### config.mk
export PLATFORM = sky130hd
export DESIGN_NAME = uart_tx_streamer_flat
export DESIGN_NICKNAME = d
export VERILOG_FILES = /design/src/rtl/uart_tx_streamer_if.sv /design/src/rtl/uart_tx_streamer.sv /design/src/flat_wrapper.sv
export SDC_FILE = /design/constraint.sdc
export NUM_CORES = 1
export LEC_CHECK = 0
export CELL_PAD_IN_SITES_DETAIL_PLACEMENT = 0
export CELL_PAD_IN_SITES_GLOBAL_PLACEMENT = 1
export CORE_MARGIN = 10
export CORE_UTILIZATION = 43
export DETAILED_ROUTE_END_ITERATION = 16
export GPL_ROUTABILITY_DRIVEN = 0
export PLACE_DENSITY_LB_ADDON = 0.1
export REMOVE_ABC_BUFFERS = 1
export SYNTH_ARGS = -nofsm -noshare
export SYNTH_HDL_FRONTEND = slang
export SYNTH_SLANG_ARGS = --single-unit
### constraint.sdc
create_clock -name clk -period 2.8 [get_ports clk]
set_input_delay 0.28 -clock clk [delete_from_list [all_inputs] [get_ports clk]]
set_output_delay 0.28 -clock clk [all_outputs]
set_load 0.005 [all_outputs]
### src/rtl/uart_tx_streamer_if.sv
// Buffer-side bundle of the UART TX streamer: write strobe, async read data/address, line and status.
// The master modport is the TX buffer / CPU side; the slave modport is the streamer.
interface uart_tx_streamer_if;
    logic       wr_pulse;
    logic [7:0] data_tx;
    logic [3:0] rd_addr;
    logic       uart_tx_0;
    logic       busy;
    logic       overflow;

    modport master (
        output wr_pulse, data_tx,
        input  rd_addr, uart_tx_0, busy, overflow
    );

    modport slave (
        input  wr_pulse, data_tx,
        output rd_addr, uart_tx_0, busy, overflow
    );
endinterface

### src/rtl/uart_tx_streamer.sv
// Drains the circular TX buffer as back-to-back 8N1 frames; line falls 2 edges after a write.
// No backpressure: writes beyond DEPTH pending bytes are dropped from the count and flagged sticky.
module uart_tx_streamer #(
    parameter int CLKS_PER_BIT = 234,
    parameter int DEPTH        = 13
) (
    input  logic               clk,
    input  logic               reset,
    uart_tx_streamer_if.slave  bus
);
    localparam int             CW        = (CLKS_PER_BIT > 1) ? $clog2(CLKS_PER_BIT) : 1;
    localparam logic [CW-1:0]  CNT_LAST  = CW'(CLKS_PER_BIT - 1);
    localparam logic [3:0]     DEPTH_L   = 4'(DEPTH);
    localparam logic [3:0]     ADDR_LAST = 4'(DEPTH - 1);

    typedef enum logic [1:0] {IDLE, START, DATA, STOP} state_t;

    state_t          state;
    logic [CW-1:0]   cyc_cnt;
    logic [2:0]      bit_idx;
    logic [7:0]      shift;
    logic [3:0]      pending;
    logic [3:0]      rd_addr;
    logic            tx;
    logic            ovf;
    logic            bit_end;
    logic            frame_done;

    assign bit_end    = (cyc_cnt == CNT_LAST);
    assign frame_done = (state == STOP) && bit_end;

    assign bus.rd_addr   = rd_addr;
    assign bus.uart_tx_0 = tx;
    assign bus.overflow  = ovf;
    assign bus.busy      = (state != IDLE) || (pending != 4'd0);

    always_ff @(posedge clk) begin
        if (reset) begin
            state   <= IDLE;
            cyc_cnt <= '0;
            bit_idx <= '0;
            shift   <= '0;
            pending <= '0;
            rd_addr <= '0;
            tx      <= 1'b1;
            ovf     <= 1'b0;
        end else begin
            // A write coinciding with frame completion leaves the count unchanged.
            if (bus.wr_pulse && !frame_done) begin
                if (pending == DEPTH_L)
                    ovf <= 1'b1;
                else
                    pending <= pending + 4'd1;
            end else if (!bus.wr_pulse && frame_done) begin
                pending <= pending - 4'd1;
            end

            case (state)
                IDLE: begin
                    if (pending != 4'd0) begin
                        shift   <= bus.data_tx;
                        tx      <= 1'b0;
                        cyc_cnt <= '0;
                        bit_idx <= '0;
                        state   <= START;
                    end
                end
                START: begin
                    if (bit_end) begin
                        cyc_cnt <= '0;
                        tx      <= shift[0];
                        state   <= DATA;
                    end else begin
                        cyc_cnt <= cyc_cnt + 1'b1;
                    end
                end
                DATA: begin
                    if (bit_end) begin
                        cyc_cnt <= '0;
                        shift   <= {1'b0, shift[7:1]};
                        bit_idx <= bit_idx + 3'd1;
                        if (bit_idx == 3'd7) begin
                            tx    <= 1'b1;
                            state <= STOP;
                        end else begin
                            tx <= shift[1];
                        end
                    end else begin
                        cyc_cnt <= cyc_cnt + 1'b1;
                    end
                end
                STOP: begin
                    if (bit_end) begin
                        cyc_cnt <= '0;
                        rd_addr <= (rd_addr == ADDR_LAST) ? 4'd0 : rd_addr + 4'd1;
                        state   <= IDLE;
                    end else begin
                        cyc_cnt <= cyc_cnt + 1'b1;
                    end
                end
                default: state <= IDLE;
            endcase
        end
    end
endmodule

### src/flat_wrapper.sv
// flat-port wrapper written by rule: the top's interface ports become plain ports
module uart_tx_streamer_flat 
#(
    parameter int CLKS_PER_BIT = 234,
    parameter int DEPTH        = 13
)
  (clk, reset, bus_wr_pulse, bus_data_tx, bus_rd_addr, bus_uart_tx_0, bus_busy, bus_overflow);
  uart_tx_streamer_if bus_i ();
  input  logic clk;
  input  logic reset;
  input wire logic [$bits(bus_i.wr_pulse)-1:0] bus_wr_pulse;
  input wire logic [$bits(bus_i.data_tx)-1:0] bus_data_tx;
  output wire logic [$bits(bus_i.rd_addr)-1:0] bus_rd_addr;
  output wire logic [$bits(bus_i.uart_tx_0)-1:0] bus_uart_tx_0;
  output wire logic [$bits(bus_i.busy)-1:0] bus_busy;
  output wire logic [$bits(bus_i.overflow)-1:0] bus_overflow;
  assign bus_i.wr_pulse = bus_wr_pulse;
  assign bus_i.data_tx = bus_data_tx;
  assign bus_rd_addr = bus_i.rd_addr;
  assign bus_uart_tx_0 = bus_i.uart_tx_0;
  assign bus_busy = bus_i.busy;
  assign bus_overflow = bus_i.overflow;
  uart_tx_streamer #(.CLKS_PER_BIT(CLKS_PER_BIT), .DEPTH(DEPTH)) u_core (.clk(clk), .reset(reset), .bus(bus_i));
endmodule
==> flow_metrics.py <==
metrics = {
    "place": {
        "postPlaceCellArea_mm2": 0.00199,
        "dp_hpwl_um": 2990,
        "port_buffers": 17,
    },
    "sta": {
        "finalCritPeriodShare_pct": 87.8,
        "worst_slew_pin_slew_ns": 0.633,
        "fmax_ghz": 0.407,
        "fin_hold_ws_ns": 0.485,
        "period_needed_ns": 2.46,
        "setup_violations": 0,
        "relSlewSlack_pct": 57.8,
        "fin_setup_tns_ns": 0,
        "rsz0062_at_grt": "no",
        "hold_violations": 0,
        "final.setup_skew_ns": 0.00601,
        "slew_viol_final": 0,
    },
    "logic_synthesis": {
        "yosysWarnings": 0,
        "synth_edf_count": 0,
        "ys_async_sr_fraction_pct": 0,
        "syn_area_mm2": 0.00177,
        "ys_seq_area_share_pct": 35.1,
        "syn-instance-count": 197,
        "synth.avg_cell_area_um2": 8.97,
        "yosysUniqueCellTypes": 48,
        "ys.flop_type": "dfxtp_1",
        "synth-seq-cells": 31,
    },
    "global_route": {
        "antenna_found_initial": 0,
        "grt_pass1_wl_um": 6770,
        "grt_max_degree": 26,
        "grt_overflow_total": 0,
        "track_usage_pct": 11.3,
        "grt_pass1_vias": 1459,
    },
    "layout": {
        "insertedDiodeCount": 0,
        "drive_above_1_share_pct": 9.68,
        "stdcell_area_mm2": 0.00208,
        "nets": 242,
        "syn2layout_area_growth_pct": 17.7,
    },
    "run_status": {
        "status": "finished, final reports clean",
    },
    "route": {
        "drtPass1Iterations": 4,
        "drt-total-wl_um": 3930,
        "via_per_inst": 5.64,
        "antenna_left": 0,
        "vias": 1505,
        "drtIter0Drc": 48,
        "drcViolationCount": 0,
        "detail_route.wl_per_cell_um": 14.7,
    },
    "floorplanning": {
        "die_y_um": 84.1,
        "initial_core_util_pct": 44.2,
        "core_region_area_mm2": 0.00400,
        "ios": 18,
        "fp.dieW_um": 84.1,
        "die_area_mm2": 0.00707,
        "rows": 23,
    },
    "hold_path": {
        "hold-path-cell-count": 1,
        "hp-class": "reg2reg",
    },
    "job": {
        "maxCapViolCount": 0,
    },
    "critical_path": {
        "critPathTopFamily": "simple AND/OR/NAND/NOR gates",
        "cpMaxStageDelayCell": "or4b_1",
        "crit_cells": 10,
        "cp.buffers_inverters": 1,
        "cp_max_fo": 4,
        "worst-setup-path-type": "reg2reg",
        "arrival_ns": 2.64,
        "r2r_cells": 10,
        "critPathCaptureType": "flip-flop",
        "critPathLaunchType": "flip-flop",
        "worstPathRequired_ns": 2.98,
        "cpPeakStageDelay_ns": 0.50,
        "cp_cell_sequence": "inv_1 > ha_1 > and4b_1 > nand3_2 > nand2_1 > ha_1 > a21oi_1 > nand2_1 > or4b_1 > o311ai_0",
    },
    "clocking": {
        "h-tree-depth": 2,
        "cts_resized": 0,
        "cts_root_buf": "clkbuf_8",
        "cts_tree": "yes",
        "cts_hold_buf": 0,
        "numCtsBuffers": 5,
        "clock_latency_ns": 0.28,
        "path_clk_slew_ns": 0.06,
        "cts.sinks": 31,
        "clock_path_buffers": 2,
        "cts_setup_buffers": 0,
    },
    "pwr": {
        "clockPowerShare_pct": 22.1,
        "combinationalPowerShare_pct": 40.1,
        "power.density_mw_per_mm2": 765,
        "intPower_uw": 1000,
        "p_leak_uw": 0.000777,
        "p_sw_share_pct": 37.0,
        "ir_drop_uv": 352,
        "p_sw_uw": 589,
        "pwr-share-seq_pct": 37.8,
        "power_uw": 1590,
    },
}
==> registers in the layout, summed over array words and instances, names as in the netlist <==
name and flops:
u_core.shift 8, u_core.state 2, u_core.bus.rd_addr 4, u_core.bit_idx 3
u_core.cyc_cnt 8, u_core.bus.uart_tx_0 1, u_core.bus.overflow 1, u_core.pending 4
==> power by group through the flow <==
stage,Combinational [uW],Sequential (uW),Clock [uW]
2_1_floorplan,468,593,0
3_3_place_gp,626,604,0
3_5_place_dp,642,609,0
4_1_cts,645,600,364
5_1_grt,721,614,389
6_report,638,601,352
==> final timing paths <==
kind,to,slack [ns],start
worst min-delay path,u_core.cyc_cnt[7],0.49,u_core.cyc_cnt[7]
worst max-delay path,u_core.pending[3],0.34,u_core.cyc_cnt[1]
worst max register to register,u_core.pending[3],0.34,u_core.cyc_cnt[1]
worst min register to register,u_core.cyc_cnt[7],0.49,u_core.cyc_cnt[7]
==> logic make-up after synthesis <==
group | Yosys count | share of synthesized area [%]
AO/OA/AOI/OAI | 54 | 21.3
XOR/XNOR | 3 | 1.49
adder cells (fa/ha/maj) | 14 | 10.3
buffers and inverters | 19 | 5.17
flip-flops | 31 | 35.1
multiplexers | 13 | 7.51
AND/OR/NAND/NOR | 63 | 19.1
==> layer usage <==
layer	up-vias	GRT usage, %	wire length (um)	share of wire, %
met3	5	3.91	203	5.2
met1	701	12.7	1720	44
met4	0	4.26	42	1.1
met2	32	19.0	1960	50
li1	767	-	-	-
met5	-	0	0	0
==> Yosys cell counts, drive strengths merged, types with 2 or more instances <==
cell type,count,share of area [%]
o21ai,5,1.6
a21oi,21,6.4
nor2b,4,1.4
nand2,19,4.0
nand3,7,2.3
clkbuf,2,0.43
a22o,2,0.99
a32o,2,1.1
a31oi,5,1.8
nand4b,3,1.5
nor3,6,1.7
nand2b,2,0.71
mux2,2,1.3
inv,11,2.3
buf,6,2.4
xnor2,3,1.5
mux2i,11,6.2
nor2,12,2.7
a211oi,9,4.5
ha,13,9.2
dfxtp,31,35
a41oi,2,0.99
==> final cells by class <==
class,count,area [um^2]
clock buffers,6,82.6
clock inverters,1,5.00
multi-input cells,147,1050
well taps,50,62.6
repair buffers,21,213
inverters,11,41.3
flip-flops and latches,31,621
fillers,370,1920
==> worst reg2reg max path, stage by stage (launching register included) <==
cell and delay [ns]:
dfxtp_1 0.38, inv_1 0.06, ha_1 0.19, and4b_1 0.23, nand3_2 0.09, nand2_1 0.11, ha_1 0.35, a21oi_1 0.25
nand2_1 0.11, or4b_1 0.50, o311ai_0 0.09
==> cells in the final DEF (no fill, tap or decap), types with 2 or more instances in the layout <==
cell type / instances
a211oi_1: 8
nor2b_1: 4
a31oi_1: 5
buf_4: 3
o21ai_0: 4
inv_1: 11
mux2i_1: 11
nor2_1: 11
nand4b_1: 3
ha_1: 13
nand2_1: 19
nand2b_1: 2
nor3_1: 6
nand3_1: 6
a21oi_2: 2
clkdlybuf4s50_1: 17
a41oi_1: 2
a21oi_1: 19
xnor2_1: 3
dfxtp_1: 31
a32o_1: 2
clkbuf_8: 6
a22o_1: 2
==> stage by stage <==
stage               util, %  cells  setup slack (ns)
global placement       49.8    260             0.461
finish                 52.0    267             0.341
floorplan                 -    189             0.357
CTS                    52.0    267             0.333
global route           52.0    267             0.172
detailed placement     49.8    260             0.351
No activity file was read; power rests on OpenSTA's default activity.
